$ cat config.mk
export PLATFORM = sky130hd
export DESIGN_NAME = demux_1to4_stream
export DESIGN_NICKNAME = d
export VERILOG_FILES = /design/src/rtl/demux_1to4_stream.sv
export SDC_FILE = /design/constraint.sdc
export NUM_CORES = 1
export LEC_CHECK = 0
export ABC_AREA = 1
export CORE_MARGIN = 2
export CORE_UTILIZATION = 48
export CTS_CLUSTER_DIAMETER = 40
export DETAILED_ROUTE_END_ITERATION = 10
export PLACE_DENSITY = 0.85
export RECOVER_POWER = 50
export SLEW_MARGIN = 25
export SYNTH_ARGS = -nofsm -noshare
export SYNTH_HDL_FRONTEND = slang
export SYNTH_SLANG_ARGS = --single-unit
$ cat constraint.sdc
create_clock -name clk -period 2.6 [get_ports clk]
set_input_delay 0.39 -clock clk [delete_from_list [all_inputs] [get_ports clk]]
set_output_delay 0.39 -clock clk [all_outputs]
set_load 0.01 [all_outputs]
$ cat src/rtl/demux_1to4_stream.sv
// Registered 1-to-4 stream demultiplexer: one producer, four consumers, each channel
// holding one word behind valid/ready, with wrapping per-channel delivery counters.
module demux_1to4_stream #(
   parameter int WIDTH = 8,
   parameter int CNT_W = 8
) (
   input  logic                 clk,
   input  logic                 rst,
   input  logic [1:0]           sel,
   input  logic                 in_valid,
   output logic                 in_ready,
   input  logic [WIDTH-1:0]     data_in,
   output logic [3:0]           out_valid,
   input  logic [3:0]           out_ready,
   output logic [4*WIDTH-1:0]   data_out,
   output logic [4*CNT_W-1:0]   cnt_flat
);

   typedef enum logic {EMPTY = 1'b0, FULL = 1'b1} chan_state_t;

   chan_state_t          state_q [4];
   chan_state_t          state_d [4];
   logic [WIDTH-1:0]     data_q  [4];
   logic [CNT_W-1:0]     cnt_q   [4];
   logic [3:0]           accept;
   logic [3:0]           deliver;

   always_comb begin
      out_valid = '0;
      for (int unsigned i = 0; i < 4; i++) begin
         out_valid[i] = (state_q[i] == FULL);
      end
   end

   // A full channel still accepts when its consumer drains it in the same cycle.
   always_comb begin
      in_ready = ~out_valid[sel] | out_ready[sel];
   end

   always_comb begin
      accept = '0;
      if (in_valid && in_ready) begin
         accept[sel] = 1'b1;
      end
      deliver = out_valid & out_ready;
   end

   always_comb begin
      for (int unsigned i = 0; i < 4; i++) begin
         state_d[i] = state_q[i];
         case (state_q[i])
            EMPTY:   if (accept[i]) state_d[i] = FULL;
            FULL:    if (deliver[i] && !accept[i]) state_d[i] = EMPTY;
            default: state_d[i] = EMPTY;
         endcase
      end
   end

   always_ff @(posedge clk or posedge rst) begin
      if (rst) begin
         for (int unsigned i = 0; i < 4; i++) begin
            state_q[i] <= EMPTY;
            data_q[i]  <= '0;
            cnt_q[i]   <= '0;
         end
      end else begin
         for (int unsigned i = 0; i < 4; i++) begin
            state_q[i] <= state_d[i];
            if (accept[i]) begin
               data_q[i] <= data_in;
            end
            if (deliver[i]) begin
               cnt_q[i] <= cnt_q[i] + CNT_W'(1);
            end
         end
      end
   end

   always_comb begin
      data_out = '0;
      cnt_flat = '0;
      for (int unsigned i = 0; i < 4; i++) begin
         data_out[i*WIDTH +: WIDTH] = data_q[i];
         cnt_flat[i*CNT_W +: CNT_W] = cnt_q[i];
      end
   end

endmodule

==> results.toml <==
[cells_and_area]
syn_to_final_growth_pct = 35.50
nets = 431
insertedDiodeCount = 0
final_common_cell = "nand2_1"
fin_area_um2 = 4227
final_cell_mix = "107 x nand2_1, 74 x clkdlybuf4s50_1, 68 x dfrtp_1"
finalNonFillerCells = 492
fill_cells = 526
drive_above_1_share_pct = 8.675

[die]
die_w_um = 84.61
row_count = 29
die_y_um = 84.61
initial_core_util_pct = 49.41
io-pin-count = 86
dieArea_um2 = 7159
core_um2 = 6314

[grt]
overflow = 0
grt_max_degree = 42
grt_pass1_wl_um = 11560
antenna_found_initial = 0
grt_pass1_vias = 2395
track_usage_pct = 20.49

[sta]
fin_skew_ns = 0.006569
finalHoldViolCount = 0
fin_crit_ns = 2.469
rsz0062_at_grt = "false"
setup_viol = 0
worst_pin_slew_ns = 1.100
fin_crit_sh_pct = 94.98
fmax_ghz = 0.4050
relSlewSlack_pct = 26.55
slew_viol_final = 0
setup_tns_ns = 0

[clock_tree]
cts_tree = "done"
cts_setup_buffers = 0
htree_levels = 3
holdBufCountCts = 0
root_buffer = "clkbuf_8"
clkTransAtPathRegs_ns = 0.07
clk_latency_ns = 0.34
cts_resized = 0
clockBufferDepth = 2
cts_buffers = 9
cts_sinks = 68

[setup_path]
criticalPathCategory = "in -> out"
path_max_fanout = 10
worstPathRequired_ns = 2.21
critical_path_arrival_ns = 2.08
critPathCaptureType = "output port"
startpoint_type = "primary input"

[synth]
synth_nets = 340
avgSynthCellArea_um2 = 9.778
synth_cell_types = 31
synth_area_um2 = 3119
seq_area_frac_synth_pct = 54.55
yosysWarnings = 0
synthCells = 319
synth-seq-cells = 68

[pwr]
leakage_nw = 2.052
peakVddDrop_mv = 0.6358
power_density_nw_per_um2 = 850.7

[hold_path]
min_path_type = "reg -> reg"

[job]
cap_violations = 0

[detailed_routing]
postRouteAntennaNets = 0
dr.pass1.iters = 4
wire_per_inst_um = 14.29
viasPerCell = 5.041
vias = 2480
drc = 0
dr.first_iter.drc_count = 156
drt_wl_total_um = 7029

[outcome]
outcome = "finished, final reports clean"

[place]
dpl.hpwl_um = 4995
placed_area_um2 = 4014
port-buffer-count = 85
dp.cells = 476
gp_congestion = 0.8137
sequential cells by signal (all words and copies together), names as in the netlist:
| name | flops |
|---|---|
| out_valid | 4 |
| cnt_flat | 32 |
| data_out | 32 |
per-layer routing:
metal	GRT usage [%]	share of wire, %	vias to the layer above	routed length [um]
li1	-	-	1223	-
met3	5.900	6.1	5	427
met5	0	0	-	0
met4	6.638	0.67	0	47
met1	28.88	45	1168	3190
met2	30.71	48	84	3363
power breakdown:
group	internal (W)	total (W)	switching [W]
clock network	0.000565	0.000949	0.000383
logic	0.000611	0.00111	0.000498
registers	0.00131	0.00154	0.000227
total	0.00249	0.00360	0.00111
stage by stage:
step	util (%)	power, W	setup WS, ns	hold slack, ns
after floorplan	-	0.002027	0.4985	0.4864
after CTS	67.02	0.003647	0.1244	0.4523
after global routing	66.94	0.003810	0.05779	0.5022
final	66.94	0.003596	0.1306	0.4707
after detailed placement	63.58	0.002682	0.1354	0.4581
after global placement	63.58	0.002632	0.1711	0.4554
cell families after synthesis:
family                     synth area share, %
AOI/OAI and AO/OA                       0.9627
xor gates and xnor gates                 7.020
adders and majority gates                1.605
buffers and inverters                    6.137
DFF                                      54.55
muxes                                   0.7220
and+or+nand+nor                          29.00
Yosys cell counts:
cell type	number	area, um^2
nor3_1	4	20.02
nand2_2	3	18.77
inv_4	1	6.260
nand2_8	1	20.02
nand3_1	8	40.04
xor2_1	19	166.4
buf_8	2	30.03
nor2_2	2	12.51
buf_6	2	22.52
nor2_4	1	11.26
and3_1	1	6.260
nor3_2	1	10.01
mux2_2	2	22.52
clkinv_1	1	3.750
nand2_1	107	401.6
inv_2	1	3.750
nor2_1	12	45.04
nand4_1	32	200.2
xnor2_1	6	52.55
o21ai_0	6	30.03
nand3b_1	1	7.510
nand2_4	1	11.26
dfrtp_1	68	1702
buf_12	1	20.02
ha_1	4	50.05
buf_4	1	7.510
inv_1	22	82.58
nor2_8	1	20.02
nand3_2	1	10.01
nand3_4	4	70.07
buf_2	3	15.01
layout make-up:
| class | count | area (um^2) | area share (%) |
|---|---|---|---|
| tap | 77 | 96.34 | 2.279 |
| sequential | 68 | 1702 | 40.26 |
| clock inverter | 4 | 72.57 | 1.717 |
| multi-input combinational | 217 | 1221 | 28.89 |
| inverter | 25 | 96.34 | 2.279 |
| clock buffer | 12 | 145.1 | 3.434 |
| timing repair buffer | 89 | 893.4 | 21.14 |
worst max-delay path: stages:
cell             delay, ns
clkdlybuf4s50_1       0.63
nor2_8                0.30
nand2_4               0.06
nand2_2               0.08
nor2_4                0.05
nand2_8               0.05
clkdlybuf4s50_1       0.53
final timing paths:
check	slack, ns	end	startpoint	depth (start not counted)
worst max-delay path	0.13	in_ready	sel[1]	7
worst max register to register	0.93	data_out[1]	out_valid[3]	9
max in group asynchronous	1.05	data_out[15]	rst	3
worst min-delay path	0.47	data_out[21]	data_out[21]	2
min in group asynchronous	0.77	cnt_flat[23]	rst	2
worst min register to register	0.47	data_out[21]	data_out[21]	2
No activity file was read; power rests on OpenSTA's default activity.
==> patch 1: new RTL, same flow settings <==
Register the output `cnt_flat`; this adds one clock of latency there. The other outputs are not delayed to match.
--- a/src/rtl/demux_1to4_stream.sv
+++ b/src/rtl/demux_1to4_stream.sv
@@ -17,6 +17,8 @@
 );
 
    typedef enum logic {EMPTY = 1'b0, FULL = 1'b1} chan_state_t;
+
+   logic [4*CNT_W-1:0] cnt_flat_d;
 
    chan_state_t          state_q [4];
    chan_state_t          state_d [4];
@@ -78,11 +80,15 @@
 
    always_comb begin
       data_out = '0;
-      cnt_flat = '0;
+      cnt_flat_d = '0;
       for (int unsigned i = 0; i < 4; i++) begin
          data_out[i*WIDTH +: WIDTH] = data_q[i];
-         cnt_flat[i*CNT_W +: CNT_W] = cnt_q[i];
+         cnt_flat_d[i*CNT_W +: CNT_W] = cnt_q[i];
       end
+   end
+
+   always_ff @(posedge clk) begin
+      cnt_flat <= cnt_flat_d;
    end
 
 endmodule
Function: changed (a bounded check fails within 4 cycles, from zero or initial values and one cycle with rst high).
==> patch 1 against the original RTL <==
Cell area up 15%. Synthesized area up 19%. Die area up 19%. Sequential cell count up 32. Setup slack worse by 0.0014 ns. Critical endpoint unchanged. Sequential power up 43%. Routed wire length up 4.7%. Total power up 17%. Clock skew up 0.0033 ns. Core utilization down 3.1 points. Largest power group unchanged. Sequential share of layout area up 7.9 points.
==> patch 1: results (changes against the original RTL) <==
Status
  • Status: completed (unchanged)

Global route
  • Pin count of the biggest net entering global routing: 45 (was 42)
  • Met2 Resource Use GR: 29.6% (was 30.7%)
  • Vias in the first global route: 2610 (was 2395)
  • Global Route met3 Usage: 3.45% (was 5.90%)
  • Total track usage: 18.6% (was 20.5%)
  • First-pass GRT wire length: 12600 um (was 11600 um)
  • M1 GR Usage: 25.4% (was 28.9%)

Cells and area
  • Nets: 453 (was 431)
  • Fill count: 623 (was 526)
  • Ratio of cells with drive above 1 in the final layout: 9.84% (was 8.67%)

Critical path
  • Worst path max stage delay: 0.73 ns (was 0.63 ns)
  • Worst R2R Start: out_valid[0]$_DFF_PP0_ (was out_valid[3]$_DFF_PP0_)
  • Reg2Reg Capture Point: data_out[29]$_DFFE_PP0P_ (was data_out[1]$_DFFE_PP0P_)
  • CP max FO: 7 (was 10)
  • Flop2flop setup slack: 0.87 ns (was 0.93 ns)

Detailed routing
  • 1st-iter DRT viols: 146 (was 156)
  • Total wire length: 7360 um (was 7030 um)
  • Drt wl/cell: 13.7 um (was 14.3 um)

Hold path
  • Hold_sp: cnt_flat_d[22]$_DFFE_PP0N_ (was data_out[21]$_DFFE_PP0P_)
  • Hold Path Depth: 0 (was 2)
  • Hold Path End: cnt_flat[22]$_DFF_P_ (was data_out[21]$_DFFE_PP0P_)

Synthesis
  • Commonest cells in the netlist: 89 x nand2_1, 68 x dfrtp_1, 32 x dfxtp_1, 32 x nand4_1, 25 x inv_1 (was 107 x nand2_1, 68 x dfrtp_1, 32 x nand4_1)
  • FFs w/ async S/R, synth: 68.0% (was 100%)
  • Main synth FF type: dfrtp_1 (unchanged)
  • Register area share after synthesis: 62.9% (was 54.6%)
  • Syn nets: 359 (was 340)
  • Syn Area/Cell: 11.0 sq um (was 9.78 sq um)
  • Ys Warns: 0 (unchanged)
  • Main area contributors after synthesis: dfrtp_1 46%, dfxtp_1 17%, nand2_1 9.0%, xor2_1 5.6%, nand4_1 5.4% (was dfrtp_1 55%, nand2_1 13%, nand4_1 6.4%, xor2_1 5.3%, inv_1 2.6%)
  • Synth unique cells: 27 (was 31)

Timing
  • Worst Clk Skew: 0.00989 ns (was 0.00657 ns)
  • Slew headroom: 35.7% (was 26.6%)

Clock network
  • Clk root buf: clkbuf_8 (unchanged)
  • Post-CTS resize count: 0 (unchanged)
  • Worst-path clk slew: 0.09 ns (was 0.07 ns)

Power and ir drop
  • Leak pwr: 2.35 nW (was 2.05 nW)
  • Worst-case vdd ir drop: 462 uV (was 636 uV)

Place
  • Dpl hpwl: 5260 um (was 4990 um)
  • Placed cell count: 523 (was 476)
  • Area after DPL: 4680 sq um (was 4010 sq um)
[patch 1: changes by cell type in the layout (fill, tap and decap cells not counted), moves of 4 or more]
cell / before / now
clkdlybuf4s50_1: 74 / 80
dfxtp_1: 0 / 32
dlygate4sd3_1: 11 / 5
nand2_1: 107 / 89
nor2_1: 12 / 8
xor2_1: 19 / 24
[patch 1: cells by family after synthesis]
kind of cell	after synthesis	synth area share, %
adders and majority gates	4	1.34
buffers and inverters	37	5.24
AOI/OAI and AO/OA	4	0.537
xor gates and xnor gates	28	6.58
DFF	100	62.9
and+or+nand+nor	161	22.2
muxes	4	1.21
[patch 1: worst max-delay path by stage]
stage / cells after the start / end / slack, ns / from
finish: 7 / in_ready / 0.13 / sel[1]
CTS: 8 / in_ready / 0.13 / sel[0]
global route: 8 / in_ready / 0.05 / sel[0]
floorplan: 1 / cnt_flat_d[0]$_DFFE_PP0N_ / 0.50 / rst
detailed placement: 8 / in_ready / 0.14 / sel[0]
global placement: 7 / in_ready / 0.19 / sel[1]
[patch 1: layer usage]
layer | vias up | routed length (um)
li1 | 1280 | -
met1 | 1253 | 3330
met2 | 78 | 3610
met3 | 9 | 336
met4 | 0 | 88
met5 | - | 0
[patch 1: critical path, delay by kind of cell]
family / cells / cell delay [ns]
simple gates: 4 / 0.37
buf+inv: 3 / 1.31
[patch 1: report_power, final]
group / switching (mW) / internal [mW] / leakage, nW
sequential: 0.260 / 1.94 / 1.11
clock: 0.550 / 0.394 / 0.0973
combinational: 0.469 / 0.603 / 1.14
total: 1.28 / 2.93 / 2.35
[patch 1: cell type report]
type                    count  area, sq um  share of cell area, %
flip-flops and latches    100         2340                   48.2
inverters                  28          108                   2.21
well taps                 102          128                   2.63
repair buffers             92          901                   18.5
clock buffers              10          138                   2.83
clock inverters             6         53.8                   1.11
multi-input cells         201         1190                   24.5
[patch 1: per-stage QoR]
step                hold slack [ns]  total power, mW  setup WS, ns
finish                        0.383             4.21         0.129
global route                  0.398             4.47        0.0504
CTS                           0.382             4.26         0.133
detailed placement            0.360             3.31         0.136
floorplan                     0.347             2.66         0.498
global placement              0.353             3.26         0.190
==> patch 2: new RTL, same settings <==
Without the edit above. Set the parameter `CNT_W` to 7 (it was 8).
--- a/src/rtl/demux_1to4_stream.sv
+++ b/src/rtl/demux_1to4_stream.sv
@@ -2,7 +2,7 @@
 // holding one word behind valid/ready, with wrapping per-channel delivery counters.
 module demux_1to4_stream #(
    parameter int WIDTH = 8,
-   parameter int CNT_W = 8
+   parameter int CNT_W = 7
 ) (
    input  logic                 clk,
    input  logic                 rst,
Ports: changed (resized cnt_flat); port bits go from 86 to 82. No check against the original RTL was run, so the function may have changed too.
==> patch 2 against the original RTL <==
Synthesized cell count down 8.8%. Global-route usage up 1.4 points. Cell area decreased by 6.5%. Synthesized area fell by 6.7%. Sequential cell count shrank 4. Sequential power down 5%. Total power shrank 5.4%. Clock power shrank 7.9%. Maximum frequency fell by 0.44%. Routed wire length decreased by 4.4%. Setup slack got worse by 0.011 ns. The flow now finishes with violations (capacitance limit, slew limit). Non-clock buffer count fell by 4.
==> patch 2: results (changes against the original RTL) <==
Synthesis
  • Synth Area in Adders: 1.72% (was 1.60%)
  • Post-synthesis mux area share: 0.774% (was 0.722%)
  • Compound-Gate Fraction of Synth Area: 0.688% (was 0.963%)
  • Post-synthesis instance total: 291 (was 319)
  • Register area share after synthesis: 55.1% (was 54.6%)
  • Main area contributors after synthesis: dfrtp_1 55%, nand2_1 13%, nand4_1 7.1%, xor2_1 3.6%, xnor2_1 3.0% (was dfrtp_1 55%, nand2_1 13%, nand4_1 6.4%, xor2_1 5.3%, inv_1 2.6%)
  • Commonest cells in the netlist: 99 x nand2_1, 64 x dfrtp_1, 33 x nand4_1 (was 107 x nand2_1, 68 x dfrtp_1, 32 x nand4_1)
  • Post-Synth XOR/XNOR Area: 6.62% (was 7.02%)

Detailed routing
  • Via density: 5.27 (was 5.04)

Global route
  • Total track usage: 21.9% (was 20.5%)
  • First-pass GRT wire length: 10900 um (was 11600 um)
  • Vias in the first global route: 2323 (was 2395)
  • Pin count of the biggest net entering global routing: 65 (was 42)

Timing
  • Worst Clk Skew: 0.00829 ns (was 0.00657 ns)
  • Worst Tran Pin Value: 1.55 ns (was 1.10 ns)
  • Max-slew violation count: 65 (was 0)

Cells and area
  • Final Non-Filler Cells: 458 (was 492)
  • Fill count: 484 (was 526)
  • Nets: 399 (was 431)

Run
  • Max Cap Violations: 1 (was 0)

Critical path
  • Worst path max stage delay: 0.74 ns (was 0.63 ns)
  • CP max FO: 7 (was 10)
  • Flop2flop setup slack: 0.95 ns (was 0.93 ns)

Status
  • Status: complete, but fails checks (was completed)
  • Failing checks: capacitance limit, slew limit

Place
  • RePlAce Congestion: 0.754 (was 0.814)
  • Placed cell count: 442 (was 476)

Power and ir drop
  • Leak pwr: 1.88 nW (was 2.05 nW)
## patch 2: area by class of cell
type / instances / area [sq um] / area share, %
Timing Repair Buffer: 85 / 838 / 21.2
Clock buffer: 11 / 151 / 3.83
Clock inverter: 5 / 55.1 / 1.39
Multi-Input combinational cell: 199 / 1140 / 28.8
Tap cell: 75 / 93.8 / 2.37
Inverter: 19 / 73.8 / 1.87
Sequential cell: 64 / 1600 / 40.5
## patch 2: cell families (layout without fill, tap and decap cells)
kind of cell               Yosys count  after routing
AOI/OAI and AO/OA                    4              4
xor gates and xnor gates            22             22
adders and majority gates            4              4
buffers and inverters               28            120
DFF                                 64             64
muxes                                2              2
and+or+nand+nor                    167            167
## patch 2: worst paths after layout
path | start | end
worst max-delay path | sel[1] | in_ready
worst min-delay path | data_out[7]$_DFFE_PP0P_ | data_out[7]$_DFFE_PP0P_
worst max register to register | out_valid[1]$_DFF_PP0_ | data_out[11]$_DFFE_PP0P_
worst min register to register | data_out[7]$_DFFE_PP0P_ | data_out[7]$_DFFE_PP0P_
max in group asynchronous | rst | cnt_flat[19]$_DFFE_PP0N_
min in group asynchronous | rst | out_valid[2]$_DFF_PP0_
## patch 2: layer usage
| metal | vias up | GRT usage [%] | wire [um] |
|---|---|---|---|
| li1 | 1143 | - | - |
| met1 | 1155 | 28.0 | 2860 |
| met2 | 99 | 34.5 | 3260 |
| met3 | 15 | 5.38 | 442 |
| met4 | 0 | 11.2 | 160 |
| met5 | - | 0 | 0 |
## patch 2: tightest hold or removal path, cell delays in order, from the launching register on
cell and delay [ns]:
dfrtp_1 0.33, nand2_1 0.05, nand2_1 0.05
## patch 2: where the power goes
group / total [mW] / switching [mW] / internal [mW]
Combinational: 1.07 / 0.479 / 0.592
Sequential: 1.46 / 0.218 / 1.24
Clock: 0.874 / 0.383 / 0.491
Total: 3.40 / 1.08 / 2.32
## patch 2: per-stage QoR
step	instance area, sq um	hold WS [ns]	util (%)	setup slack (ns)
after global placement	3760	0.454	63.9	0.160
final	3950	0.462	67.2	0.120
after floorplan	2910	0.486	-	0.612
after CTS	3970	0.458	67.4	0.116
after detailed placement	3760	0.461	63.9	0.120
after global routing	3950	0.500	67.2	0.0615
